### src/rtl/mux_demux_pkg.sv
// Shared definitions for the 4:1 mux serial link (transmit sequencer and receive demux).
package mux_demux_pkg;

    localparam int DEF_N_LANES = 4;
    localparam int DEF_SEL_W   = 2;

    typedef enum logic {
        IDLE    = 1'b0,
        COLLECT = 1'b1
    } state_t;

endpackage

### src/rtl/demux4_1_seq_rx.sv
// Receive side of the 4:1 mux serial link: rebuilds one word from N_LANES (Y, sel) beats.
// Optional macro SEL_CHECK_EN enforces the descending sel order and flags violations on sel_err.
module demux4_1_seq_rx
    import mux_demux_pkg::*;
#(
    parameter int N_LANES = DEF_N_LANES,
    parameter int SEL_W   = DEF_SEL_W,
    parameter int CNT_W   = 8
) (
    input  logic               clk,
    input  logic               rst,
    input  logic               in_valid,
    input  logic               Y_in,
    input  logic [SEL_W-1:0]   sel_in,
    output logic [N_LANES-1:0] X_out,
    output logic               out_valid,
    output logic               busy,
    output logic [CNT_W-1:0]   frame_cnt,
    output logic               sel_err
);

    localparam logic [SEL_W-1:0] SEL_TOP  = SEL_W'(N_LANES - 1);
    localparam logic [SEL_W-1:0] SEL_NEXT = SEL_W'(N_LANES - 2);

    state_t             state;
    logic [SEL_W-1:0]   exp_sel;
    logic [N_LANES-1:0] shadow;
    logic [N_LANES-1:0] merged;
    logic               start_ok;
    logic               seq_ok;

    // Shadow with the current beat folded in; used both for the write-back and the final word.
    always_comb begin
        merged         = shadow;
        merged[sel_in] = Y_in;
    end

`ifdef SEL_CHECK_EN
    assign start_ok = (sel_in == SEL_TOP);
    assign seq_ok   = (sel_in == exp_sel);
`else
    // Order is not policed: exp_sel only counts the beats still owed in this frame.
    assign start_ok = 1'b1;
    assign seq_ok   = 1'b1;
`endif

    always_ff @(posedge clk or posedge rst) begin
        if (rst) begin
            state     <= IDLE;
            exp_sel   <= SEL_TOP;
            shadow    <= '0;
            X_out     <= '0;
            out_valid <= 1'b0;
            busy      <= 1'b0;
            frame_cnt <= '0;
            sel_err   <= 1'b0;
        end else begin
            out_valid <= 1'b0;
            sel_err   <= 1'b0;
            if (in_valid) begin
                case (state)
                    IDLE: begin
                        if (start_ok) begin
                            shadow  <= merged;
                            exp_sel <= SEL_NEXT;
                            state   <= COLLECT;
                            busy    <= 1'b1;
                        end
                    end
                    COLLECT: begin
                        if (!seq_ok) begin
                            // Drop the partial frame; the offending beat is not a new start.
                            sel_err <= 1'b1;
                            exp_sel <= SEL_TOP;
                            state   <= IDLE;
                            busy    <= 1'b0;
                        end else begin
                            shadow <= merged;
                            if (exp_sel == '0) begin
                                X_out     <= merged;
                                out_valid <= 1'b1;
                                frame_cnt <= frame_cnt + CNT_W'(1);
                                exp_sel   <= SEL_TOP;
                                state     <= IDLE;
                                busy      <= 1'b0;
                            end else begin
                                exp_sel <= exp_sel - SEL_W'(1);
                            end
                        end
                    end
                    default: begin
                        state <= IDLE;
                        busy  <= 1'b0;
                    end
                endcase
            end
        end
    end

endmodule

### config.mk
export PLATFORM = sky130hd
export DESIGN_NAME = demux4_1_seq_rx
export DESIGN_NICKNAME = d
export VERILOG_FILES = /design/src/rtl/mux_demux_pkg.sv /design/src/rtl/demux4_1_seq_rx.sv
export SDC_FILE = /design/constraint.sdc
export NUM_CORES = 1
export LEC_CHECK = 0
export BUFFER_PORTS_ARGS = -buffer_cell sky130_fd_sc_hd__buf_2
export CAP_MARGIN = 25
export CORE_MARGIN = 1.5
export CORE_UTILIZATION = 40
export DETAILED_ROUTE_END_ITERATION = 10
export PLACE_DENSITY = 0.59
export SLEW_MARGIN = 5
export SYNTH_ARGS = -nofsm -noshare
export SYNTH_HDL_FRONTEND = slang
export SYNTH_SLANG_ARGS = --single-unit
### constraint.sdc
create_clock -name clk -period 1.5 [get_ports clk]
set_input_delay 0.3 -clock clk [delete_from_list [all_inputs] [get_ports clk]]
set_output_delay 0.3 -clock clk [all_outputs]
set_load 0.01 [all_outputs]
==> results.py, run 1 <==
metrics = {
    "finish": {
        "fin_area_um2": 1120,
        "multi_input_area_um2": 393,
        "seqCellArea_um2": 528,
        "diodes": 0,
        "nets": 122,
        "mostFrequentLayoutCells": "19 x dfrtp_1, 19 x buf_2, 13 x nand2_1",
        "fillers": 230,
        "drive_gt1_share_pct": 28.6,
        "area_growth_syn_to_layout_pct": 17.0,
    },
    "yosys": {
        "synth_top_area_share_pct": 49.7,
        "synthFlopType": "dfrtp_1",
        "synth_area_leaders": "dfrtp_1 50%, dfstp_2 5.5%, nand2_1 5.1%, mux2_2 4.7%, mux2i_1 4.2%",
        "syn_inst": 89,
        "synth-edff-count": 0,
        "synth_area_um2": 956,
        "yosys_warnings": 0,
        "avgSynthCellArea_um2": 10.7,
        "synth-async-reset-ratio_pct": 100,
        "ys_seq_area_share_pct": 55.2,
        "synth_fp_nets": 98,
        "synth-seq-cells": 21,
        "synth_area_leader_cell": "dfrtp_1",
        "ys_types": 23,
    },
    "clocking": {
        "cts_buffers": 3,
        "htreeDepth": 1,
        "root_buffer": "clkbuf_4",
        "insertion_delay_ns": 0.31,
        "clock_path_buffers": 2,
        "cts.sinks": 21,
        "clk_pin_slew_ns": 0.12,
        "cts_resized": 0,
        "ctsHoldBuffers": 1,
        "cts_tree": "done",
        "post-cts-setup-buffers": 0,
    },
    "outcome": {
        "outcome": "finished, final reports clean",
    },
    "setup_path": {
        "critPathRequiredTime_ns": 1.74,
        "critPathMaxFanout": 4,
        "crit_arrival_ns": 1.60,
        "cp-start-kind": "register",
        "rr_worst_depth": 5,
        "cp-end-kind": "register",
        "path_class": "register to register",
    },
    "floorplan": {
        "dieArea_um2": 2690,
        "initial_core_util_pct": 42.8,
        "design.core.area_um2": 2230,
        "fp.dieW_um": 51.9,
        "die_h_um": 51.9,
        "rows": 17,
        "io_pins": 21,
    },
    "sta": {
        "grt_setup_unrepaired": "no",
        "slew_viol_final": 0,
        "setup-tns-final_ns": 0,
        "clock_skew_ns": 0.00885,
        "post-route-min-period_ns": 1.36,
        "max_freq_mhz": 737,
        "post-route-period-util_pct": 90.4,
        "setup_viol": 0,
        "hold_violations": 0,
    },
    "grt": {
        "use_met2_pct": 22.8,
        "met3_usage_pct": 6.03,
        "grt_pass1_vias": 645,
        "grt.busiest_layer": "met2",
        "antenna_found_initial": 0,
        "grt-ovfl-total": 0,
        "grt_max_degree": 22,
        "met1_usage_pct": 18.0,
        "grt_pass1_wl_mm": 2.82,
        "grtUsageTotal_pct": 14.4,
    },
    "worst_hold_path": {
        "min_path_cells": 2,
        "hold_class": "input pin to register",
    },
    "route": {
        "routed_wirelength_mm": 1.61,
        "drtIter0Drc": 8,
        "dr.pass1.iters": 4,
        "drc": 0,
        "vias_per_cell": 4.86,
        "wl_per_cell_um": 11.5,
        "vias": 680,
        "ant_nets": 0,
    },
    "pwr": {
        "p_leak_nw": 0.583,
        "p_per_area_nw_per_um2": 1510,
        "vdd_drop_max_uv": 903,
    },
    "placed_design": {
        "dpl.hpwl_mm": 1.15,
        "gp_congestion": 0.672,
        "portBuffers": 19,
        "dpl_cell_area_um2": 1080,
    },
    "flow_run": {
        "drv_cap": 0,
    },
}
-- cell usage after synthesis (3+ instances only) --
| cell type | instances |
|---|---|
| nand3_1 | 3 |
| inv_1 | 4 |
| nor2_1 | 6 |
| o21ai_0 | 6 |
| mux2_2 | 4 |
| and3_1 | 3 |
| nand4_1 | 3 |
| ha_1 | 3 |
| nand2_1 | 13 |
| mux2i_1 | 4 |
| dfrtp_1 | 19 |
| xnor2_1 | 4 |
| nor3_1 | 3 |
| xor2_1 | 3 |
-- worst max-delay path, stage by stage, from the launching register on --
cell and delay, ns:
dfstp_2 0.53, inv_1 0.06, ha_1 0.23, and3_1 0.23
nand4_1 0.12, xnor2_1 0.12
-- flip-flops by register name (all words and copies together) (netlist names) --
name	count
frame_cnt	8
out_valid	1
exp_sel	2
state	1
busy	1
X_out	4
shadow	4
-- metrics by stage --
stage	power [W]	worst slack, ns	util [%]	instances	hold WS (ns)
3_3_place_gp	0.00141	0.182	48.4	135	0.341
5_1_grt	0.00182	0.0596	50.1	140	0.322
6_report	0.00168	0.144	50.1	140	0.328
4_1_cts	0.00171	0.136	50.1	140	0.311
3_5_place_dp	0.00143	0.155	48.4	135	0.344
2_1_floorplan	0.00122	0.224	-	89	0.275
-- worst paths after layout --
kind                                    from            to  slack (ns)
worst max-delay path              exp_sel[0]  frame_cnt[6]        0.14
worst min-delay path                in_valid    exp_sel[1]        0.33
worst max register to register    exp_sel[0]  frame_cnt[6]        0.14
worst min register to register  frame_cnt[7]  frame_cnt[7]        0.48
max in group asynchronous                rst    exp_sel[0]        0.68
min in group asynchronous                rst  frame_cnt[7]        0.54
-- per-layer routing --
metal  vias to the layer above  wire length (µm)
met4                         0                 8
met5                         -                 0
met2                        22               748
met1                       316               746
li1                        340                 -
met3                         2               110
-- where the power goes --
part           leakage, nW  switching [W]  internal, W  total (W)
Clock               0.0177       0.000178    0.0000996   0.000278
Sequential           0.261       0.000132     0.000753   0.000885
Combinational        0.305       0.000282     0.000239   0.000521
Total                0.583       0.000592      0.00109    0.00168
-- logic make-up after synthesis --
| family | synth area share, % |
|---|---|
| and+or+nand+nor | 17.7 |
| DFF | 55.2 |
| muxes | 8.90 |
| AOI/OAI and AO/OA | 3.80 |
| xor gates and xnor gates | 6.41 |
| buffers and inverters | 3.66 |
| adders and majority gates | 3.93 |
| other | 0.392 |
-- final cells by class --
| class | instances | area share (%) |
|---|---|---|
| Inverter | 4 | 1.34 |
| Multi-Input combinational cell | 61 | 35.1 |
| Timing Repair Buffer | 22 | 10.7 |
| Clock inverter | 1 | 0.447 |
| Sequential cell | 21 | 47.2 |
| Clock buffer | 3 | 2.01 |
| Tap cell | 28 | 3.13 |
No activity file was read; power rests on OpenSTA's default activity.
==> run 2: changes to the inputs <==
--- a/config.mk
+++ b/config.mk
@@ -10,7 +10,7 @@
 export CORE_MARGIN = 1.5
 export CORE_UTILIZATION = 40
 export DETAILED_ROUTE_END_ITERATION = 10
-export PLACE_DENSITY = 0.59
+export PLACE_DENSITY = 0.61
 export SLEW_MARGIN = 5
 export SYNTH_ARGS = -nofsm -noshare
 export SYNTH_HDL_FRONTEND = slang
==> constraint.sdc (replaced) <==
create_clock -name clk -period 1.2 [get_ports clk]
set_input_delay 0.24 -clock clk [delete_from_list [all_inputs] [get_ports clk]]
set_output_delay 0.24 -clock clk [all_outputs]
set_load 0.01 [all_outputs]
==> results.py, run 2 (synthesis results as in run 1) <==
metrics = {
    "outcome": {
        "outcome": "complete, but fails checks",
        "failed_checks": "setup timing",
    },
    "route": {
        "drc": 0,
        "ant_nets": 0,
        "wl_per_cell_um": 12.4,
        "vias": 713,
        "dr.pass1.iters": 4,
        "routed_wirelength_mm": 1.84,
        "drtIter0Drc": 7,
        "vias_per_cell": 4.79,
    },
    "flow_run": {
        "drv_cap": 0,
    },
    "grt": {
        "grt_pass1_wl_mm": 3.08,
        "antenna_found_initial": 0,
        "grt_pass1_vias": 693,
        "grt_max_degree": 22,
        "grtUsageTotal_pct": 16.0,
        "grt-ovfl-total": 0,
    },
    "sta": {
        "grt_setup_unrepaired": "yes",
        "slew_viol_final": 0,
        "setup_ws_ns": -0.0322,
        "hold_ws_ns": 0.223,
        "post-route-min-period_ns": 1.23,
        "clock_skew_ns": 0.00433,
        "post-route-period-util_pct": 103,
        "hold_violations": 0,
        "setup_viol": 6,
        "setup-tns-final_ns": -0.0843,
        "max_freq_mhz": 812,
    },
    "setup_path": {
        "crit_arrival_ns": 1.45,
        "path_class": "register to register",
        "critPathMaxFanout": 4,
        "cp-end-kind": "register",
        "cp-start-kind": "register",
        "critPathRequiredTime_ns": 1.42,
    },
    "floorplan": {
        "die_h_um": 51.9,
        "design.core.area_um2": 2230,
        "dieArea_um2": 2690,
        "initial_core_util_pct": 42.8,
        "io_pins": 21,
        "fp.dieW_um": 51.9,
        "rows": 17,
    },
    "clocking": {
        "root_buffer": "clkbuf_4",
        "htreeDepth": 1,
        "clk_pin_slew_ns": 0.12,
        "insertion_delay_ns": 0.30,
        "clock_path_buffers": 2,
        "cts_buffers": 3,
        "cts.sinks": 21,
        "cts_tree": "done",
    },
    "finish": {
        "largest_register_ffs": 8,
        "diodes": 0,
        "final_common_cell": "buf_2",
        "reg_top3": "frame_cnt x8, X_out x4, shadow x4",
        "area_growth_syn_to_layout_pct": 35.1,
        "top_register": "frame_cnt",
        "mostFrequentLayoutCells": "19 x buf_2, 17 x dfrtp_1, 9 x nand2_1, 9 x buf_4",
        "fillers": 212,
        "final_core_util_pct": 57.8,
        "nets": 131,
        "drive_gt1_share_pct": 48.8,
    },
    "worst_hold_path": {
        "hold_class": "input pin to register",
    },
    "placed_design": {
        "portBuffers": 19,
        "gp_congestion": 0.743,
        "dpl.hpwl_mm": 1.21,
    },
    "pwr": {
        "vdd_drop_max_uv": 934,
        "p_leak_nw": 0.648,
        "p_per_area_nw_per_um2": 1950,
        "total_power_w": 0.00252,
    },
}
run 2: changes by cell type in the layout (fill, tap and decap cells not counted), sizes merged:
cell / change
buf: +9
run 2: critical path, stage by stage, from the launching register on:
cell     delay (ns)
dfstp_2        0.56
inv_4          0.05
ha_4           0.16
and3_4         0.17
nand4_1        0.08
xnor2_1        0.13
run 2: final cells by class:
cell class              instances  area (µm²)  share of cell area [%]
clock buffers                   3        22.5                    1.74
repair buffers                 31         204                    15.8
inverters                       4        17.5                    1.36
multi-input cells              61         477                    36.9
flip-flops and latches         21         531                    41.1
well taps                      28        35.0                    2.71
clock inverters                 1        5.00                   0.388
run 2: timing repair:
item / CTS / global route
buffers inserted: 3 / 1
setup endpoints to repair: 14 / 16
pin swaps: 6 / 8
gates resized for setup: 14 / 11
hold endpoints to repair: 19 / 0
hold buffers: 1 / 0
run 2: power breakdown:
part	internal [W]	switching, W	leakage [nW]
sequential	0.000949	0.000172	0.258
clock	0.000124	0.000217	0.0177
combinational	0.000557	0.000501	0.372
total	0.00163	0.000890	0.648
run 2: stage by stage:
| step | std cells | area (µm²) | setup slack, ns |
|---|---|---|---|
| floorplan | 89 | 966 | 0.0193 |
| global placement | 141 | 1130 | -0.0246 |
| detailed placement | 141 | 1130 | -0.0760 |
| CTS | 148 | 1250 | -0.0162 |
| global route | 149 | 1290 | -0.0616 |
| finish | 149 | 1290 | -0.0322 |
run 2: metal layers:
layer	GRT usage (%)	wire length, µm
met1	17.8	799
met2	29.5	971
met3	3.45	58
met4	5.26	15
met5	0	0
run 2: worst paths after layout:
kind,from,to,slack [ns],cells after the start
setup / recovery,exp_sel[0],frame_cnt[6],-0.03,5
hold / removal,in_valid,exp_sel[1],0.22,2
setup reg to reg,exp_sel[0],frame_cnt[6],-0.03,5
hold reg to reg,frame_cnt[7],frame_cnt[7],0.47,1
max in group asynchronous,rst,exp_sel[0],0.43,4
min in group asynchronous,rst,frame_cnt[7],0.50,4
